<file path="src/rtl/reg_array_seq_if.sv">
// Interface between the register-array sequencer and its surroundings.
// master : the sequencer (drives strobes, command, valid, busy, done)
// slave  : layer controller / buffer / FIFO / PE side
//   i_start, i_num_rows, i_base_addr, i_stride, i_fifo_en : pass setup
//   o_buf_rd_en, o_buf_rd_addr                            : input-buffer read
//   o_fifo_rd_en                                          : line-FIFO pop
//   o_reg_array_cmd                                       : 00 BUFIN 01 SHIFT 10 FIFOI 11 HOLD
//   o_pe_valid / i_pe_ready                               : PE handshake
//   o_busy, o_done                                        : pass status
interface reg_array_seq_if #(
    parameter int ROWS_W = 8,
    parameter int AW     = 10
);
    logic              i_start;
    logic [ROWS_W-1:0] i_num_rows;
    logic [AW-1:0]     i_base_addr;
    logic [1:0]        i_stride;
    logic              i_fifo_en;
    logic              o_buf_rd_en;
    logic [AW-1:0]     o_buf_rd_addr;
    logic              o_fifo_rd_en;
    logic [1:0]        o_reg_array_cmd;
    logic              o_pe_valid;
    logic              i_pe_ready;
    logic              o_busy;
    logic              o_done;

    modport master (
        input  i_start, i_num_rows, i_base_addr, i_stride, i_fifo_en, i_pe_ready,
        output o_buf_rd_en, o_buf_rd_addr, o_fifo_rd_en, o_reg_array_cmd,
               o_pe_valid, o_busy, o_done
    );

    modport slave (
        output i_start, i_num_rows, i_base_addr, i_stride, i_fifo_en, i_pe_ready,
        input  o_buf_rd_en, o_buf_rd_addr, o_fifo_rd_en, o_reg_array_cmd,
               o_pe_valid, o_busy, o_done
    );
endinterface

</file>
<file path="src/rtl/reg_array_seq.sv">
// Register-array sequencer. For each row of a pass: fetch the row (buffer
// read or FIFO pop), load it into the array, then present KSIZE kernel-column
// positions to the PEs with a one-element shift between positions.
// Ports:
//   clk, rst_n : clock, asynchronous active-low reset
//   bus        : reg_array_seq_if master (setup, read strobes, array command,
//                PE valid/ready handshake, busy/done status)
// All outputs are decoded from registered state; address and indices are
// registers.
module reg_array_seq #(
    parameter int KSIZE  = 3,
    parameter int ROWS_W = 8,
    parameter int AW     = 10
) (
    input  logic            clk,
    input  logic            rst_n,
    reg_array_seq_if.master bus
);
    localparam int KW = (KSIZE > 1) ? $clog2(KSIZE) : 1;

    localparam logic [1:0] CMD_BUFIN = 2'b00;
    localparam logic [1:0] CMD_SHIFT = 2'b01;
    localparam logic [1:0] CMD_FIFOI = 2'b10;
    localparam logic [1:0] CMD_HOLD  = 2'b11;

    localparam logic [KW-1:0]     K_LAST = KW'(KSIZE - 1);
    localparam logic [ROWS_W-1:0] R_FIFO = ROWS_W'(KSIZE);

    typedef enum logic [2:0] {
        S_IDLE, S_FETCH, S_LOAD, S_EMIT, S_SHIFT, S_DONE
    } state_t;

    state_t            state, state_nxt;
    logic [ROWS_W-1:0] r_idx;
    logic [ROWS_W-1:0] num_rows;
    logic [KW-1:0]     k_idx;
    logic [AW-1:0]     addr;
    logic [1:0]        stride_eff;
    logic              fifo_en;

    logic from_fifo;
    logic last_pos;
    logic last_row;

    // The first KSIZE rows always come from the buffer: the line FIFO only
    // holds rows that earlier passes through the array have already seen.
    assign from_fifo = fifo_en && (r_idx >= R_FIFO);
    assign last_pos  = (k_idx == K_LAST);
    assign last_row  = ((r_idx + ROWS_W'(1)) == num_rows);

    always_ff @(posedge clk or negedge rst_n) begin
        if (!rst_n) state <= S_IDLE;
        else        state <= state_nxt;
    end

    always_ff @(posedge clk or negedge rst_n) begin
        if (!rst_n) begin
            r_idx      <= '0;
            k_idx      <= '0;
            addr       <= '0;
            num_rows   <= '0;
            stride_eff <= 2'd1;
            fifo_en    <= 1'b0;
        end else begin
            case (state)
                S_IDLE: begin
                    if (bus.i_start) begin
                        r_idx      <= '0;
                        k_idx      <= '0;
                        addr       <= bus.i_base_addr;
                        num_rows   <= bus.i_num_rows;
                        stride_eff <= (bus.i_stride == 2'd0) ? 2'd1 : bus.i_stride;
                        fifo_en    <= bus.i_fifo_en;
                    end
                end
                S_EMIT: begin
                    // Address advances every row (FIFO rows included) so it
                    // always equals base + r*stride, wrapping modulo 2^AW.
                    if (bus.i_pe_ready && last_pos && !last_row) begin
                        r_idx <= r_idx + ROWS_W'(1);
                        k_idx <= '0;
                        addr  <= addr + AW'(stride_eff);
                    end
                end
                S_SHIFT: k_idx <= k_idx + KW'(1);
                default: ;
            endcase
        end
    end

    always_comb begin
        state_nxt           = state;
        bus.o_reg_array_cmd = CMD_HOLD;
        bus.o_buf_rd_en     = 1'b0;
        bus.o_fifo_rd_en    = 1'b0;
        bus.o_buf_rd_addr   = addr;
        bus.o_pe_valid      = 1'b0;
        bus.o_busy          = (state != S_IDLE);
        bus.o_done          = 1'b0;
        case (state)
            S_IDLE: begin
                if (bus.i_start)
                    state_nxt = (bus.i_num_rows == '0) ? S_DONE : S_FETCH;
            end
            S_FETCH: begin
                bus.o_buf_rd_en  = !from_fifo;
                bus.o_fifo_rd_en = from_fifo;
                state_nxt        = S_LOAD;
            end
            S_LOAD: begin
                bus.o_reg_array_cmd = from_fifo ? CMD_FIFOI : CMD_BUFIN;
                state_nxt           = S_EMIT;
            end
            S_EMIT: begin
                bus.o_pe_valid = 1'b1;
                if (bus.i_pe_ready) begin
                    if (!last_pos)     state_nxt = S_SHIFT;
                    else if (last_row) state_nxt = S_DONE;
                    else               state_nxt = S_FETCH;
                end
            end
            S_SHIFT: begin
                bus.o_reg_array_cmd = CMD_SHIFT;
                state_nxt           = S_EMIT;
            end
            S_DONE: begin
                bus.o_done = 1'b1;
                state_nxt  = S_IDLE;
            end
            default: state_nxt = S_IDLE;
        endcase
    end
endmodule

</file>
<file path="src/flat_wrapper.sv">
// flat-port wrapper written by rule: the top's interface ports become plain ports
module reg_array_seq_flat 
#(
    parameter int KSIZE  = 3,
    parameter int ROWS_W = 8,
    parameter int AW     = 10
)
  (clk, rst_n, bus_i_start, bus_i_num_rows, bus_i_base_addr, bus_i_stride, bus_i_fifo_en, bus_i_pe_ready, bus_o_buf_rd_en, bus_o_buf_rd_addr, bus_o_fifo_rd_en, bus_o_reg_array_cmd, bus_o_pe_valid, bus_o_busy, bus_o_done);
  reg_array_seq_if #(.ROWS_W(ROWS_W), .AW(AW)) bus_i ();
  input  logic clk;
  input  logic rst_n;
  input wire logic [$bits(bus_i.i_start)-1:0] bus_i_start;
  input wire logic [$bits(bus_i.i_num_rows)-1:0] bus_i_num_rows;
  input wire logic [$bits(bus_i.i_base_addr)-1:0] bus_i_base_addr;
  input wire logic [$bits(bus_i.i_stride)-1:0] bus_i_stride;
  input wire logic [$bits(bus_i.i_fifo_en)-1:0] bus_i_fifo_en;
  input wire logic [$bits(bus_i.i_pe_ready)-1:0] bus_i_pe_ready;
  output wire logic [$bits(bus_i.o_buf_rd_en)-1:0] bus_o_buf_rd_en;
  output wire logic [$bits(bus_i.o_buf_rd_addr)-1:0] bus_o_buf_rd_addr;
  output wire logic [$bits(bus_i.o_fifo_rd_en)-1:0] bus_o_fifo_rd_en;
  output wire logic [$bits(bus_i.o_reg_array_cmd)-1:0] bus_o_reg_array_cmd;
  output wire logic [$bits(bus_i.o_pe_valid)-1:0] bus_o_pe_valid;
  output wire logic [$bits(bus_i.o_busy)-1:0] bus_o_busy;
  output wire logic [$bits(bus_i.o_done)-1:0] bus_o_done;
  assign bus_i.i_start = bus_i_start;
  assign bus_i.i_num_rows = bus_i_num_rows;
  assign bus_i.i_base_addr = bus_i_base_addr;
  assign bus_i.i_stride = bus_i_stride;
  assign bus_i.i_fifo_en = bus_i_fifo_en;
  assign bus_i.i_pe_ready = bus_i_pe_ready;
  assign bus_o_buf_rd_en = bus_i.o_buf_rd_en;
  assign bus_o_buf_rd_addr = bus_i.o_buf_rd_addr;
  assign bus_o_fifo_rd_en = bus_i.o_fifo_rd_en;
  assign bus_o_reg_array_cmd = bus_i.o_reg_array_cmd;
  assign bus_o_pe_valid = bus_i.o_pe_valid;
  assign bus_o_busy = bus_i.o_busy;
  assign bus_o_done = bus_i.o_done;
  reg_array_seq #(.KSIZE(KSIZE), .ROWS_W(ROWS_W), .AW(AW)) u_core (.clk(clk), .rst_n(rst_n), .bus(bus_i));
endmodule
</file>
<file path="config.mk">
export PLATFORM = sky130hd
export DESIGN_NAME = reg_array_seq_flat
export DESIGN_NICKNAME = d
export VERILOG_FILES = /design/src/rtl/reg_array_seq_if.sv /design/src/rtl/reg_array_seq.sv /design/src/flat_wrapper.sv
export SDC_FILE = /design/constraint.sdc
export NUM_CORES = 1
export LEC_CHECK = 0
export CAP_MARGIN = 25
export CORE_MARGIN = 2
export CORE_UTILIZATION = 52
export DETAILED_ROUTE_END_ITERATION = 10
export PLACE_DENSITY = 0.78
export SLEW_MARGIN = 20
export SYNTH_ARGS = -nofsm -noshare
export SYNTH_HDL_FRONTEND = slang
export SYNTH_SLANG_ARGS = --single-unit
</file>
<file path="constraint.sdc">
create_clock -name clk -period 3.18 [get_ports clk]
set_input_delay 0.477 -clock clk [delete_from_list [all_inputs] [get_ports clk]]
set_output_delay 0.477 -clock clk [all_outputs]
set_load 0.01 [all_outputs]
</file>
==> results of run 1 <==
==> repair_timing <==
item	4_1_cts	5_1_grt
endpoints found under the setup margin	2	0
setup buffers	0	0
resized for setup	3	0
==> layout by cell type, fill, tap and decap left out, drive strengths merged, types with 5 or more instances in the layout <==
cell type / n
a21oi: 6
clkbuf: 7
clkdlybuf4s50: 40
dfrtp: 33
inv: 9
mux2i: 11
nand2: 56
nand3: 10
nor2: 15
nor3: 5
nor4: 7
o21ai: 9
o311ai: 5
xnor2: 7
==> logic make-up (layout without fill, tap and decap cells) <==
kind of cell             after synthesis  count (layout)  synth area share (%)
AO/OA/AOI/OAI                         47              47                  16.8
flip-flops                            34              34                  39.1
adder cells (fa/ha/maj)                5               5                  3.21
XOR/XNOR                               9               9                  3.61
AND/OR/NAND/NOR                      120             120                  27.3
multiplexers                          12              12                  5.57
buffers and inverters                 23              62                  4.47
==> final cells by class <==
cell class / count / area, µm²
multi-input combinational: 193 / 1250
tap: 50 / 62.6
clock buffer: 7 / 86.3
clock inverter: 1 / 5.00
sequential: 34 / 852
inverter: 10 / 37.5
fill: 348 / 1300
timing repair buffer: 44 / 432
==> flip-flops by register name (all words and copies together) (netlist names) <==
signal and flops:
u_core.r_idx 8, u_core.stride_eff 2, u_core.state 3, u_core.bus.o_buf_rd_addr 10, u_core.fifo_en 1, u_core.num_rows 8, u_core.k_idx 2
==> cell usage after synthesis, types with 2 or more instances <==
master,count
sky130_fd_sc_hd__or4_1,2
sky130_fd_sc_hd__a21oi_1,5
sky130_fd_sc_hd__nand2_1,56
sky130_fd_sc_hd__inv_1,9
sky130_fd_sc_hd__buf_2,3
sky130_fd_sc_hd__nor2_1,15
sky130_fd_sc_hd__clkbuf_1,8
sky130_fd_sc_hd__o211a_1,2
sky130_fd_sc_hd__nand4b_1,2
sky130_fd_sc_hd__nor4b_1,2
sky130_fd_sc_hd__a211oi_1,2
sky130_fd_sc_hd__dfrtp_1,33
sky130_fd_sc_hd__o41ai_1,2
sky130_fd_sc_hd__o311ai_0,2
sky130_fd_sc_hd__o21ai_0,9
sky130_fd_sc_hd__nand4_1,4
sky130_fd_sc_hd__a31oi_1,2
sky130_fd_sc_hd__xor2_1,2
sky130_fd_sc_hd__xnor2_1,7
sky130_fd_sc_hd__or3_1,3
sky130_fd_sc_hd__nor3_1,5
sky130_fd_sc_hd__a22oi_1,2
sky130_fd_sc_hd__ha_1,4
sky130_fd_sc_hd__nor4_1,7
sky130_fd_sc_hd__mux2i_1,11
sky130_fd_sc_hd__nand3_1,9
sky130_fd_sc_hd__o311ai_1,3
sky130_fd_sc_hd__and2_1,4
sky130_fd_sc_hd__nor2b_1,3
sky130_fd_sc_hd__buf_4,2
sky130_fd_sc_hd__o221ai_1,2
==> worst paths after layout <==
path	slack, ns	cells after the start	endpoint	from
setup / recovery	0.15	7	bus_o_reg_array_cmd[1]	u_core.r_idx[1]
hold / removal	0.50	2	u_core.num_rows[0]	u_core.num_rows[0]
setup reg to reg	0.64	7	u_core.bus.o_buf_rd_addr[0]	u_core.r_idx[1]
hold reg to reg	0.50	2	u_core.num_rows[0]	u_core.num_rows[0]
max in group asynchronous	2.24	2	u_core.stride_eff[0]	rst_n
min in group asynchronous	0.60	2	u_core.bus.o_buf_rd_addr[7]	rst_n
==> power by group <==
part | internal, µW | switching (µW) | leakage, µW
Combinational | 478 | 509 | 0.000657
Clock | 175 | 159 | 0.0000482
Sequential | 595 | 185 | 0.000429
Total | 1250 | 853 | 0.00113
==> per-stage QoR <==
step	total power, µW	setup WS [ns]	instances	hold slack (ns)	cell area [µm²]
3_3_place_gp	1740	0.212	331	0.481	2620
5_1_grt	2280	0.0192	339	0.534	2730
4_1_cts	2110	0.137	339	0.501	2730
6_report	2100	0.150	339	0.499	2730
3_5_place_dp	1770	0.0987	331	0.483	2620
2_1_floorplan	1380	0.697	250	0.181	2180
==> metal layers <==
layer | up-vias | global-route usage [%] | wire [µm]
met1 | 916 | 33.0 | 2380
met3 | 10 | 6.33 | 317
met5 | - | 0 | 0
li1 | 981 | - | -
met4 | 0 | 10.3 | 101
met2 | 55 | 39.2 | 2420
==> worst register-to-register path, cell delays in order, from the launching register on <==
cell	delay, ns
sky130_fd_sc_hd__dfrtp_1	0.42
sky130_fd_sc_hd__ha_1	0.31
sky130_fd_sc_hd__nand3_1	0.18
sky130_fd_sc_hd__or2_2	0.37
sky130_fd_sc_hd__xnor2_1	0.29
sky130_fd_sc_hd__o211a_4	0.35
sky130_fd_sc_hd__o21ai_0	0.21
sky130_fd_sc_hd__o221a_2	0.32
==> flow_summary.html, run 1 <==
<table>
<tr><th>Metric</th><th>Value</th></tr>
<tr><th colspan="2">GRT</th></tr>
<tr><td>First-pass GRT wire length</td><td>8820 µm</td></tr>
<tr><td>Global Route Usage Sum</td><td>25.0%</td></tr>
<tr><td>Maximum number of pins on one net before global-route repair</td><td>35</td></tr>
<tr><td>Number of antenna violations at the first check in global routing</td><td>0</td></tr>
<tr><td>Via count of the first global-routing pass</td><td>1901</td></tr>
<tr><td>Total gr overflow</td><td>0</td></tr>
<tr><th colspan="2">Die</th></tr>
<tr><td>Initial core utilization</td><td>54.1%</td></tr>
<tr><td>Std-Cell Rows</td><td>23</td></tr>
<tr><td>Die Span Y</td><td>68.8 µm</td></tr>
<tr><td>DIE AREA</td><td>0.00473 mm²</td></tr>
<tr><td>Die width</td><td>68.8 µm</td></tr>
<tr><td>Floorplan core area</td><td>0.00403 mm²</td></tr>
<tr><td>Num ports</td><td>42</td></tr>
<tr><th colspan="2">Timing</th></tr>
<tr><td>Period utilisation layout</td><td>95.3%</td></tr>
<tr><td>Final clock skew</td><td>0.00400 ns</td></tr>
<tr><td>Unrepaired setup endpoints after global routing</td><td>no</td></tr>
<tr><td>Summed negative setup slack over all endpoints</td><td>0 ns</td></tr>
<tr><td>Final number of max-transition violations</td><td>0</td></tr>
<tr><td>Final setup fails</td><td>0</td></tr>
<tr><td>Final Critical Period</td><td>3.03 ns</td></tr>
<tr><td>Max Clk Rate</td><td>330 MHz</td></tr>
<tr><td>Endpoints failing hold</td><td>0</td></tr>
<tr><td>Slew at the pin closest to its max-slew limit</td><td>0.581 ns</td></tr>
<tr><td>Headroom to the max-slew limit</td><td>61.1%</td></tr>
<tr><th colspan="2">Outcome</th></tr>
<tr><td>Status</td><td>finished, final reports clean</td></tr>
<tr><th colspan="2">Setup path</th></tr>
<tr><td>CP bufs+invs</td><td>1</td></tr>
<tr><td>Critical path's top delay family</td><td>simple AND/OR/NAND/NOR gates</td></tr>
<tr><td>Most repeated library cell on the critical path</td><td>sky130_fd_sc_hd__nand2_1</td></tr>
<tr><td>Data required time at the worst endpoint</td><td>2.70 ns</td></tr>
<tr><td>Crit path arrival time</td><td>2.55 ns</td></tr>
<tr><td>Critical Path Max Stage Delay</td><td>0.55 ns</td></tr>
<tr><td>Crit path max-delay cell type</td><td>sky130_fd_sc_hd__or4_1</td></tr>
<tr><td>Series of cell instances along the critical path</td><td>ha_1, or4_1, o41ai_4, nand2_1, o21ai_0, nand2_1, clkdlybuf4s50_1</td></tr>
<tr><td>Crit Path Class</td><td>reg -&gt; out</td></tr>
<tr><td>Nature of the critical path endpoint</td><td>output pin</td></tr>
<tr><td>Largest fanout on the critical path</td><td>6</td></tr>
<tr><td>CP startpoint kind</td><td>register</td></tr>
<tr><th colspan="2">Power and ir drop</th></tr>
<tr><td>Total power divided by cell area</td><td>771 mW/mm²</td></tr>
<tr><td>Maximum vdd ir drop</td><td>0.402 mV</td></tr>
<tr><td>Leakage power total</td><td>0.00113 µW</td></tr>
<tr><th colspan="2">Clocking</th></tr>
<tr><td>TritonCTS buffer count</td><td>5</td></tr>
<tr><td>TritonCTS clock tree</td><td>built</td></tr>
<tr><td>Level count of the clock H-tree</td><td>2</td></tr>
<tr><td>Clock latency on the worst-skew pair</td><td>0.29 ns</td></tr>
<tr><td>CTS max path bufs</td><td>2</td></tr>
<tr><td>Clock-pin transition on the worst setup and hold timing paths</td><td>0.07 ns</td></tr>
<tr><td>Number of hold-repair buffers added at the cts stage</td><td>0</td></tr>
<tr><td>Root Driver</td><td>sky130_fd_sc_hd__clkbuf_8</td></tr>
<tr><td>Sink Count</td><td>34</td></tr>
<tr><th colspan="2">Hold path</th></tr>
<tr><td>Class of the tightest hold or removal check</td><td>reg -&gt; reg</td></tr>
<tr><th colspan="2">Synthesis</th></tr>
<tr><td>Unique masters post-synth</td><td>59</td></tr>
<tr><td>Post-Synthesis Net Count</td><td>280</td></tr>
<tr><td>Synthesized flop and latch total</td><td>34</td></tr>
<tr><td>Most area-consuming cells after synthesis</td><td>sky130_fd_sc_hd__dfrtp_1 38%, sky130_fd_sc_hd__nand2_1 9.6%, sky130_fd_sc_hd__mux2i_1 5.0%</td></tr>
<tr><td>Sequential area share after synthesis</td><td>39.1%</td></tr>
<tr><td>EDFF count, synth</td><td>0</td></tr>
<tr><td>Cell count after synthesis</td><td>250</td></tr>
<tr><td>Syn Std Cell Area</td><td>0.00218 mm²</td></tr>
<tr><td>Cell taking the most area after synthesis</td><td>sky130_fd_sc_hd__dfrtp_1</td></tr>
<tr><td>Top FF cell, synth</td><td>sky130_fd_sc_hd__dfrtp_1</td></tr>
<tr><td>Syn. warnings</td><td>0</td></tr>
<tr><td>Fraction of registers with async set or reset after synthesis</td><td>100%</td></tr>
<tr><td>Mean instance size in the synthesized netlist</td><td>8.72 µm²</td></tr>
<tr><td>Share of Yosys cell area claimed by the top area cell type</td><td>37.9%</td></tr>
<tr><th colspan="2">Detailed routing</th></tr>
<tr><td>Final routed DRC violation total</td><td>0</td></tr>
<tr><td>Antenna-violating nets left</td><td>0</td></tr>
<tr><td>Vias</td><td>1962</td></tr>
<tr><td>DRT iter0 DRCs</td><td>148</td></tr>
<tr><td>Detail-routed net length per standard cell</td><td>15.4 µm</td></tr>
<tr><td>Aggregate routed wire length</td><td>5220 µm</td></tr>
<tr><td>Per-cell via count in the routed design</td><td>5.79</td></tr>
<tr><td>DRT Pass-1 Iters</td><td>4</td></tr>
<tr><th colspan="2">Placed design</th></tr>
<tr><td>Placer congestion estimate</td><td>0.844</td></tr>
<tr><td>Port bufs</td><td>41</td></tr>
<tr><td>Post-DP HPWL</td><td>3690 µm</td></tr>
<tr><th colspan="2">Finish</th></tr>
<tr><td>Layout-stage area growth over the synthesis result</td><td>25.0%</td></tr>
<tr><td># nets final</td><td>318</td></tr>
<tr><td>Finished Core Util</td><td>67.6%</td></tr>
<tr><td>Share of post-route cells with drive strength above 1</td><td>7.61%</td></tr>
<tr><td>Final antenna diode count</td><td>0</td></tr>
<tr><th colspan="2">Flow run</th></tr>
<tr><td>Max-cap check violation count</td><td>0</td></tr>
</table>
(Power assumes the default switching activity.)
==> inputs of run 2 (changes only) <==
--- a/config.mk
+++ b/config.mk
@@ -7,9 +7,11 @@
 export LEC_CHECK = 0
 export CAP_MARGIN = 25
 export CORE_MARGIN = 2
-export CORE_UTILIZATION = 52
+export CORE_UTILIZATION = 59
 export DETAILED_ROUTE_END_ITERATION = 10
-export PLACE_DENSITY = 0.78
+export DONT_BUFFER_PORTS = 1
+export PLACE_DENSITY = 0.73
+export SKIP_CTS_REPAIR_TIMING = 1
 export SLEW_MARGIN = 20
 export SYNTH_ARGS = -nofsm -noshare
 export SYNTH_HDL_FRONTEND = slang
==> run 2 against run 1 <==
Clock skew up 0.0054 ns; power decreased by 9.6%; maximum frequency is 9.1% higher; critical path type unchanged.
==> flow_summary.html, run 2 (synthesis results as in run 1) <==
<table>
<tr><th>Metric</th><th>Value</th></tr>
<tr><th colspan="2">GRT</th></tr>
<tr><td>Number of antenna violations at the first check in global routing</td><td>0 (unchanged)</td></tr>
<tr><td>Maximum number of pins on one net before global-route repair</td><td>35 (unchanged)</td></tr>
<tr><td>Total gr overflow</td><td>0 (unchanged)</td></tr>
<tr><td>Global Route Usage Sum</td><td>25.6% (was 25.0%)</td></tr>
<tr><td>First-pass GRT wire length</td><td>8170 µm (was 8820 µm)</td></tr>
<tr><td>Via count of the first global-routing pass</td><td>1762 (was 1901)</td></tr>
<tr><th colspan="2">Clocking</th></tr>
<tr><td>CTS max path bufs</td><td>2 (unchanged)</td></tr>
<tr><td>TritonCTS clock tree</td><td>built (unchanged)</td></tr>
<tr><td>TritonCTS buffer count</td><td>5 (unchanged)</td></tr>
<tr><td>Level count of the clock H-tree</td><td>2 (unchanged)</td></tr>
<tr><td>Sink Count</td><td>34 (unchanged)</td></tr>
<tr><td>Clock latency on the worst-skew pair</td><td>0.29 ns (about the same)</td></tr>
<tr><td>Root Driver</td><td>sky130_fd_sc_hd__clkbuf_8 (unchanged)</td></tr>
<tr><td>Clock-pin transition on the worst setup and hold timing paths</td><td>0.08 ns (was 0.07 ns)</td></tr>
<tr><th colspan="2">Detailed routing</th></tr>
<tr><td>DRT Pass-1 Iters</td><td>4 (unchanged)</td></tr>
<tr><td>Per-cell via count in the routed design</td><td>6.10 (was 5.79)</td></tr>
<tr><td>DRT iter0 DRCs</td><td>121 (was 148)</td></tr>
<tr><td>Final routed DRC violation total</td><td>0 (unchanged)</td></tr>
<tr><td>Antenna-violating nets left</td><td>0 (unchanged)</td></tr>
<tr><td>Detail-routed net length per standard cell</td><td>16.2 µm (was 15.4 µm)</td></tr>
<tr><td>Vias</td><td>1811 (was 1962)</td></tr>
<tr><td>Aggregate routed wire length</td><td>4820 µm (was 5220 µm)</td></tr>
<tr><th colspan="2">Finish</th></tr>
<tr><td>Leading cell type in the layout, fill and taps excluded</td><td>sky130_fd_sc_hd__nand2_1 (unchanged)</td></tr>
<tr><td>Largest register FFs</td><td>10 (unchanged)</td></tr>
<tr><td>Layout-stage area growth over the synthesis result</td><td>6.48% (was 25.0%)</td></tr>
<tr><td>Final antenna diode count</td><td>0 (unchanged)</td></tr>
<tr><td>Finished Core Util</td><td>64.4% (was 67.6%)</td></tr>
<tr><td>Share of post-route cells with drive strength above 1</td><td>9.24% (was 7.61%)</td></tr>
<tr><td>Filler cell count</td><td>334 (was 348)</td></tr>
<tr><td>Commonest non-fill, non-tap cells in the layout</td><td>56 x sky130_fd_sc_hd__nand2_1, 33 x sky130_fd_sc_hd__dfrtp_1, 15 x sky130_fd_sc_hd__nor2_1 (was 56 x sky130_fd_sc_hd__nand2_1, 40 x sky130_fd_sc_hd__clkdlybuf4s50_1, 33 x sky130_fd_sc_hd__dfrtp_1)</td></tr>
<tr><td># nets final</td><td>278 (was 318)</td></tr>
<tr><th colspan="2">Timing</th></tr>
<tr><td>Endpoints failing hold</td><td>0 (unchanged)</td></tr>
<tr><td>Final Critical Period</td><td>2.78 ns (was 3.03 ns)</td></tr>
<tr><td>Slew at the pin closest to its max-slew limit</td><td>0.570 ns (was 0.581 ns)</td></tr>
<tr><td>Final clock skew</td><td>0.00942 ns (was 0.00400 ns)</td></tr>
<tr><td>Summed negative setup slack over all endpoints</td><td>0 ns (unchanged)</td></tr>
<tr><td>Final number of max-transition violations</td><td>0 (unchanged)</td></tr>
<tr><td>Period utilisation layout</td><td>87.4% (was 95.3%)</td></tr>
<tr><td>Headroom to the max-slew limit</td><td>61.7% (was 61.1%)</td></tr>
<tr><td>Unrepaired setup endpoints after global routing</td><td>no (unchanged)</td></tr>
<tr><td>Final setup fails</td><td>0 (unchanged)</td></tr>
<tr><td>Max Clk Rate</td><td>360 MHz (was 330 MHz)</td></tr>
<tr><th colspan="2">Die</th></tr>
<tr><td>Die width</td><td>64.8 µm (was 68.8 µm)</td></tr>
<tr><td>Initial core utilization</td><td>60.5% (was 54.1%)</td></tr>
<tr><td>DIE AREA</td><td>0.00420 mm² (was 0.00473 mm²)</td></tr>
<tr><td>Floorplan core area</td><td>0.00361 mm² (was 0.00403 mm²)</td></tr>
<tr><td>Std-Cell Rows</td><td>22 (was 23)</td></tr>
<tr><td>Num ports</td><td>42 (unchanged)</td></tr>
<tr><td>Die Span Y</td><td>64.8 µm (was 68.8 µm)</td></tr>
<tr><th colspan="2">Power and ir drop</th></tr>
<tr><td>Switching part of the total power</td><td>43.0% (was 40.6%)</td></tr>
<tr><td>Clock share of power</td><td>17.7% (was 15.9%)</td></tr>
<tr><td>Total power divided by cell area</td><td>818 mW/mm² (was 771 mW/mm²)</td></tr>
<tr><td>Maximum vdd ir drop</td><td>0.483 mV (was 0.402 mV)</td></tr>
<tr><td>Leakage power total</td><td>0.000975 µW (was 0.00113 µW)</td></tr>
<tr><td>Internal portion of total power</td><td>1080 µW (was 1250 µW)</td></tr>
<tr><td>Sequential group share of total power</td><td>43.3% (was 37.1%)</td></tr>
<tr><td>Combinational Power Share</td><td>39.0% (was 47.0%)</td></tr>
<tr><td>Sw power</td><td>817 µW (was 853 µW)</td></tr>
<tr><th colspan="2">Setup path</th></tr>
<tr><td>Crit Path Class</td><td>reg -&gt; out (unchanged)</td></tr>
<tr><td>Largest fanout on the critical path</td><td>6 (unchanged)</td></tr>
<tr><td>Crit path arrival time</td><td>2.30 ns (was 2.55 ns)</td></tr>
<tr><td>Slack of the worst reg-to-reg path</td><td>0.66 ns (was 0.64 ns)</td></tr>
<tr><td>Launch point of the critical path</td><td>u_core.r_idx[0] (was u_core.r_idx[1])</td></tr>
<tr><td>Crit path max-delay cell type</td><td>sky130_fd_sc_hd__or4_1 (unchanged)</td></tr>
<tr><td>Series of cell instances along the critical path</td><td>ha_1, or4_1, o41ai_2, nor4b_1, buf_4 (was ha_1, or4_1, o41ai_4, nand2_1, o21ai_0, nand2_1, clkdlybuf4s50_1)</td></tr>
<tr><td>Critical Path Max Stage Delay</td><td>0.52 ns (was 0.55 ns)</td></tr>
<tr><td>Data required time at the worst endpoint</td><td>2.70 ns (about the same)</td></tr>
<tr><td>FF-to-FF End</td><td>u_core.bus.o_buf_rd_addr[0] (unchanged)</td></tr>
<tr><td>Nature of the critical path endpoint</td><td>output pin (unchanged)</td></tr>
<tr><td>CP startpoint kind</td><td>register (unchanged)</td></tr>
<tr><td>R2R depth</td><td>7 (unchanged)</td></tr>
<tr><td>Worst reg2reg startpoint</td><td>u_core.r_idx[0] (was u_core.r_idx[1])</td></tr>
<tr><th colspan="2">Hold path</th></tr>
<tr><td>Class of the tightest hold or removal check</td><td>in -&gt; async (was reg -&gt; reg)</td></tr>
<tr><th colspan="2">Placed design</th></tr>
<tr><td>Placer congestion estimate</td><td>0.818 (was 0.844)</td></tr>
<tr><td>Post-DP HPWL</td><td>3390 µm (was 3690 µm)</td></tr>
<tr><td>Port bufs</td><td>0 (was 41)</td></tr>
<tr><th colspan="2">Outcome</th></tr>
<tr><td>Status</td><td>finished, final reports clean (unchanged)</td></tr>
<tr><th colspan="2">Flow run</th></tr>
<tr><td>Max-cap check violation count</td><td>0 (unchanged)</td></tr>
</table>
==> run 2: changes by cell type in the layout (fill, tap and decap cells not counted), sizes merged <==
cell | before | now
dlygate4sd2 | 1 | 0
buf | 3 | 4
clkdlybuf4s50 | 40 | 0
==> run 2: metrics by stage <==
step | hold slack (ns) | power (µW) | setup slack [ns] | cell area (µm²) | cells
finish | 0.000606 | 1900 | 0.402 | 2320 | 297
global route | 0.00689 | 2070 | 0.216 | 2320 | 297
CTS | -0.136 | 1890 | 0.209 | 2290 | 296
detailed placement | 0.183 | 1560 | 0.529 | 2200 | 288
global placement | 0.183 | 1530 | 0.568 | 2200 | 288
floorplan | 0.181 | 1380 | 0.697 | 2180 | 250
==> run 2: layer usage <==
layer	up-vias	global-route usage, %	wire length, µm
met5	-	0	0
met4	0	11.4	82
met3	7	7.64	232
met2	39	39.4	2270
met1	865	33.4	2230
li1	900	-	-
==> run 2: worst max-delay path by stage <==
| stage | to | slack, ns | cells past startpoint |
|---|---|---|---|
| finish | bus_o_buf_rd_en | 0.40 | 5 |
| global route | bus_o_buf_rd_en | 0.22 | 5 |
| CTS | bus_o_buf_rd_en | 0.21 | 5 |
| detailed placement | bus_o_buf_rd_en | 0.53 | 5 |
| global placement | bus_o_buf_rd_en | 0.57 | 5 |
| floorplan | bus_o_buf_rd_en | 0.70 | 4 |
==> run 2: layout make-up <==
cell class	instances	area, µm²	share of cell area [%]
Clock buffer	7	86.3	3.72
Multi-Input combinational cell	193	1240	53.3
Inverter	10	37.5	1.62
Tap cell	48	60.1	2.59
Sequential cell	34	852	36.7
Clock inverter	1	5.00	0.216
Timing Repair Buffer	4	42.5	1.83
==> run 2: power groups by stage <==
stage                     sequential [µW]  clock [µW]  combinational [µW]
after floorplan                       748           0                 628
after global placement                819           0                 710
after detailed placement              827           0                 729
after CTS                             819         343                 731
after global routing                  852         362                 854
final                                 822         336                 741
==> run 2: worst max-delay path, delay by kind of cell (launching register included) <==
kind                     cells  cell delay, ns
buffers and inverters        1            0.17
adder cells (fa/ha/maj)      1            0.31
AND/OR/NAND/NOR              2            0.79
flip-flops                   1            0.45
AO/OA/AOI/OAI                1            0.30
==> inputs of run 3 (changes only) <==
--- a/config.mk
+++ b/config.mk
@@ -10,7 +10,7 @@
 export CORE_UTILIZATION = 59
 export DETAILED_ROUTE_END_ITERATION = 10
 export DONT_BUFFER_PORTS = 1
-export PLACE_DENSITY = 0.73
+export PLACE_DENSITY = 0.72
 export SKIP_CTS_REPAIR_TIMING = 1
 export SLEW_MARGIN = 20
 export SYNTH_ARGS = -nofsm -noshare
==> constraint.sdc (replaced) <==
create_clock -name clk -period 3.4 [get_ports clk]
set_input_delay 0.51 -clock clk [delete_from_list [all_inputs] [get_ports clk]]
set_output_delay 0.51 -clock clk [all_outputs]
set_load 0.01 [all_outputs]
==> run 3 against run 2 <==
Global-route usage down 1.0 points; critical endpoint unchanged; die area unchanged; worst hold slack better by 0.042 ns; power up 1.3%; highest routed layer unchanged.
==> flow_summary.html, run 3 (synthesis results as in run 1) <==
<table>
<tr><th>Metric</th><th>Value</th></tr>
<tr><th colspan="2">Placed design</th></tr>
<tr><td>Placer congestion estimate</td><td>0.814 (was 0.818)</td></tr>
<tr><td>Total cell area at the placement stage</td><td>0.00220 mm² (about the same)</td></tr>
<tr><td>Port bufs</td><td>0 (unchanged)</td></tr>
<tr><td>Post-DP HPWL</td><td>3440 µm (was 3390 µm)</td></tr>
<tr><th colspan="2">Flow run</th></tr>
<tr><td>Max-cap check violation count</td><td>0 (unchanged)</td></tr>
<tr><th colspan="2">Setup path</th></tr>
<tr><td>Crit path arrival time</td><td>2.56 ns (was 2.30 ns)</td></tr>
<tr><td>CP startpoint kind</td><td>register (unchanged)</td></tr>
<tr><td>Slack of the worst reg-to-reg path</td><td>0.87 ns (was 0.66 ns)</td></tr>
<tr><td>Nature of the critical path endpoint</td><td>output pin (unchanged)</td></tr>
<tr><td>Worst reg2reg startpoint</td><td>u_core.r_idx[0] (unchanged)</td></tr>
<tr><td>FF-to-FF End</td><td>u_core.bus.o_buf_rd_addr[0] (unchanged)</td></tr>
<tr><td>Setup crit end</td><td>bus_o_buf_rd_en (unchanged)</td></tr>
<tr><td>R2R depth</td><td>7 (unchanged)</td></tr>
<tr><td>Launch point of the critical path</td><td>u_core.r_idx[0] (unchanged)</td></tr>
<tr><td>Crit Path Class</td><td>reg -&gt; out (unchanged)</td></tr>
<tr><td>Data required time at the worst endpoint</td><td>2.89 ns (was 2.70 ns)</td></tr>
<tr><td>Largest fanout on the critical path</td><td>6 (unchanged)</td></tr>
<tr><th colspan="2">Outcome</th></tr>
<tr><td>Status</td><td>finished, final reports clean (unchanged)</td></tr>
<tr><th colspan="2">Power and ir drop</th></tr>
<tr><td>Clock share of power</td><td>24.3% (was 17.7%)</td></tr>
<tr><td>Switching part of the total power</td><td>39.9% (was 43.0%)</td></tr>
<tr><td>Maximum vdd ir drop</td><td>0.514 mV (was 0.483 mV)</td></tr>
<tr><td>Sequential group share of total power</td><td>39.8% (was 43.3%)</td></tr>
<tr><td>Internal portion of total power</td><td>1160 µW (was 1080 µW)</td></tr>
<tr><td>Total power divided by cell area</td><td>816 mW/mm² (was 818 mW/mm²)</td></tr>
<tr><td>Leakage power total</td><td>0.000985 µW (was 0.000975 µW)</td></tr>
<tr><td>Overall power</td><td>1920 µW (was 1900 µW)</td></tr>
<tr><td>Combinational Power Share</td><td>36.0% (was 39.0%)</td></tr>
<tr><td>Sw power</td><td>768 µW (was 817 µW)</td></tr>
<tr><th colspan="2">Finish</th></tr>
<tr><td># nets final</td><td>277 (was 278)</td></tr>
<tr><td>Layout-stage area growth over the synthesis result</td><td>8.15% (was 6.48%)</td></tr>
<tr><td>Finished Core Util</td><td>65.4% (was 64.4%)</td></tr>
<tr><td>Largest register FFs</td><td>10 (unchanged)</td></tr>
<tr><td>Commonest non-fill, non-tap cells in the layout</td><td>56 x sky130_fd_sc_hd__nand2_1, 33 x sky130_fd_sc_hd__dfrtp_1, 15 x sky130_fd_sc_hd__nor2_1 (unchanged)</td></tr>
<tr><td>Final design area excluding fillers</td><td>0.00236 mm² (was 0.00232 mm²)</td></tr>
<tr><td>Share of post-route cells with drive strength above 1</td><td>8.87% (was 9.24%)</td></tr>
<tr><td>Leading cell type in the layout, fill and taps excluded</td><td>sky130_fd_sc_hd__nand2_1 (unchanged)</td></tr>
<tr><td>Final antenna diode count</td><td>0 (unchanged)</td></tr>
<tr><td>Filler cell count</td><td>299 (was 334)</td></tr>
<tr><th colspan="2">Detailed routing</th></tr>
<tr><td>DRT iter0 DRCs</td><td>110 (was 121)</td></tr>
<tr><td>DRT Pass-1 Iters</td><td>4 (unchanged)</td></tr>
<tr><td>Vias</td><td>1798 (was 1811)</td></tr>
<tr><td>Final routed DRC violation total</td><td>0 (unchanged)</td></tr>
<tr><td>Aggregate routed wire length</td><td>4860 µm (was 4820 µm)</td></tr>
<tr><td>Per-cell via count in the routed design</td><td>6.07 (was 6.10)</td></tr>
<tr><td>Antenna-violating nets left</td><td>0 (unchanged)</td></tr>
<tr><td>Detail-routed net length per standard cell</td><td>16.4 µm (was 16.2 µm)</td></tr>
<tr><th colspan="2">Timing</th></tr>
<tr><td>Max Clk Rate</td><td>326 MHz</td></tr>
<tr><td>Slew at the pin closest to its max-slew limit</td><td>0.609 ns (was 0.570 ns)</td></tr>
<tr><td>Period utilisation layout</td><td>90.2%</td></tr>
<tr><td>Final setup fails</td><td>0 (unchanged)</td></tr>
<tr><td>Endpoints failing hold</td><td>0 (unchanged)</td></tr>
<tr><td>Worst hold slack</td><td>0.0422 ns (was 0.000606 ns)</td></tr>
<tr><td>Final clock skew</td><td>0.00583 ns (was 0.00942 ns)</td></tr>
<tr><td>Headroom to the max-slew limit</td><td>58.9% (was 61.7%)</td></tr>
<tr><td>Final number of max-transition violations</td><td>0 (unchanged)</td></tr>
<tr><td>Unrepaired setup endpoints after global routing</td><td>no (unchanged)</td></tr>
<tr><td>Summed negative setup slack over all endpoints</td><td>0 ns (unchanged)</td></tr>
<tr><td>Final Critical Period</td><td>3.07 ns</td></tr>
<tr><th colspan="2">Clocking</th></tr>
<tr><td>Level count of the clock H-tree</td><td>2 (unchanged)</td></tr>
<tr><td>TritonCTS buffer count</td><td>5 (unchanged)</td></tr>
<tr><td>Clock-pin transition on the worst setup and hold timing paths</td><td>0.07 ns (was 0.08 ns)</td></tr>
<tr><td>CTS max path bufs</td><td>2 (unchanged)</td></tr>
<tr><td>Root Driver</td><td>sky130_fd_sc_hd__clkbuf_8 (unchanged)</td></tr>
<tr><td>Sink Count</td><td>34 (unchanged)</td></tr>
<tr><td>TritonCTS clock tree</td><td>built (unchanged)</td></tr>
<tr><td>Clock latency on the worst-skew pair</td><td>0.29 ns (about the same)</td></tr>
<tr><th colspan="2">Die</th></tr>
<tr><td>Initial core utilization</td><td>60.5% (unchanged)</td></tr>
<tr><td>Die width</td><td>64.8 µm (unchanged)</td></tr>
<tr><td>Floorplan core area</td><td>0.00361 mm² (unchanged)</td></tr>
<tr><td>Std-Cell Rows</td><td>22 (unchanged)</td></tr>
<tr><td>Num ports</td><td>42 (unchanged)</td></tr>
<tr><td>DIE AREA</td><td>0.00420 mm² (unchanged)</td></tr>
<tr><td>Die Span Y</td><td>64.8 µm (unchanged)</td></tr>
<tr><th colspan="2">GRT</th></tr>
<tr><td>First-pass GRT wire length</td><td>7830 µm (was 8170 µm)</td></tr>
<tr><td>Total gr overflow</td><td>0 (unchanged)</td></tr>
<tr><td>Via count of the first global-routing pass</td><td>1671 (was 1762)</td></tr>
<tr><td>Number of antenna violations at the first check in global routing</td><td>0 (unchanged)</td></tr>
<tr><td>Global Route Usage Sum</td><td>24.6% (was 25.6%)</td></tr>
<tr><td>Maximum number of pins on one net before global-route repair</td><td>35 (unchanged)</td></tr>
<tr><th colspan="2">Hold path</th></tr>
<tr><td>Class of the tightest hold or removal check</td><td>in -&gt; async (unchanged)</td></tr>
</table>
-- run 3: cell count changes in the layout (fill, tap and decap cells not counted) --
| cell | before | now |
|---|---|---|
| sky130_fd_sc_hd__buf_4 | 3 | 2 |
| sky130_fd_sc_hd__bufinv_16 | 0 | 2 |
| sky130_fd_sc_hd__clkbuf_1 | 1 | 0 |
| sky130_fd_sc_hd__o41ai_2 | 1 | 0 |
| sky130_fd_sc_hd__clkinv_2 | 1 | 0 |
| sky130_fd_sc_hd__o41ai_1 | 1 | 2 |
-- run 3: final cells by class --
type                    instances  area, µm²  area share [%]
well taps                      48       60.1            2.55
inverters                      10       37.5            1.59
repair buffers                  3       35.0            1.49
multi-input cells             193       1230            52.2
flip-flops and latches         34        852            36.1
clock buffers                   6       82.6            3.50
clock inverters                 2       60.1            2.55
-- run 3: critical path, cell delays in order (launching register included) --
cell	delay, ns
sky130_fd_sc_hd__dfrtp_1	0.46
sky130_fd_sc_hd__ha_1	0.30
sky130_fd_sc_hd__or4_1	0.50
sky130_fd_sc_hd__o41ai_1	0.44
sky130_fd_sc_hd__nor4b_1	0.56
-- run 3: per-stage QoR --
step,std cells,setup slack [ns]
3_5_place_dp,287,0.648
6_report,296,0.332
2_1_floorplan,250,0.884
5_1_grt,296,0.170
3_3_place_gp,287,0.692
4_1_cts,295,0.315
-- run 3: layer usage --
| metal | wire length (µm) | track usage [%] | up-vias |
|---|---|---|---|
| li1 | - | - | 899 |
| met2 | 2280 | 39.3 | 48 |
| met5 | 0 | 0 | - |
| met4 | 72 | 10.1 | 0 |
| met1 | 2250 | 31.2 | 845 |
| met3 | 259 | 7.29 | 6 |
-- run 3: power groups by stage --
stage | Sequential [µW] | Combinational (µW) | Clock [µW]
after CTS | 764 | 687 | 471
final | 765 | 692 | 467
after detailed placement | 773 | 682 | 0
after global routing | 789 | 787 | 481
after global placement | 765 | 658 | 0
after floorplan | 700 | 587 | 0
-- run 3: worst min path at each step --
stage                             endpoint  slack, ns  depth (start not counted)
4_1_cts                 u_core.num_rows[5]      -0.10                          0
3_3_place_gp               u_core.state[0]       0.22                          0
2_1_floorplan  u_core.bus.o_buf_rd_addr[0]       0.21                          0
3_5_place_dp               u_core.state[0]       0.22                          0
6_report                    u_core.fifo_en       0.04                          1
5_1_grt               u_core.stride_eff[0]       0.05                          0
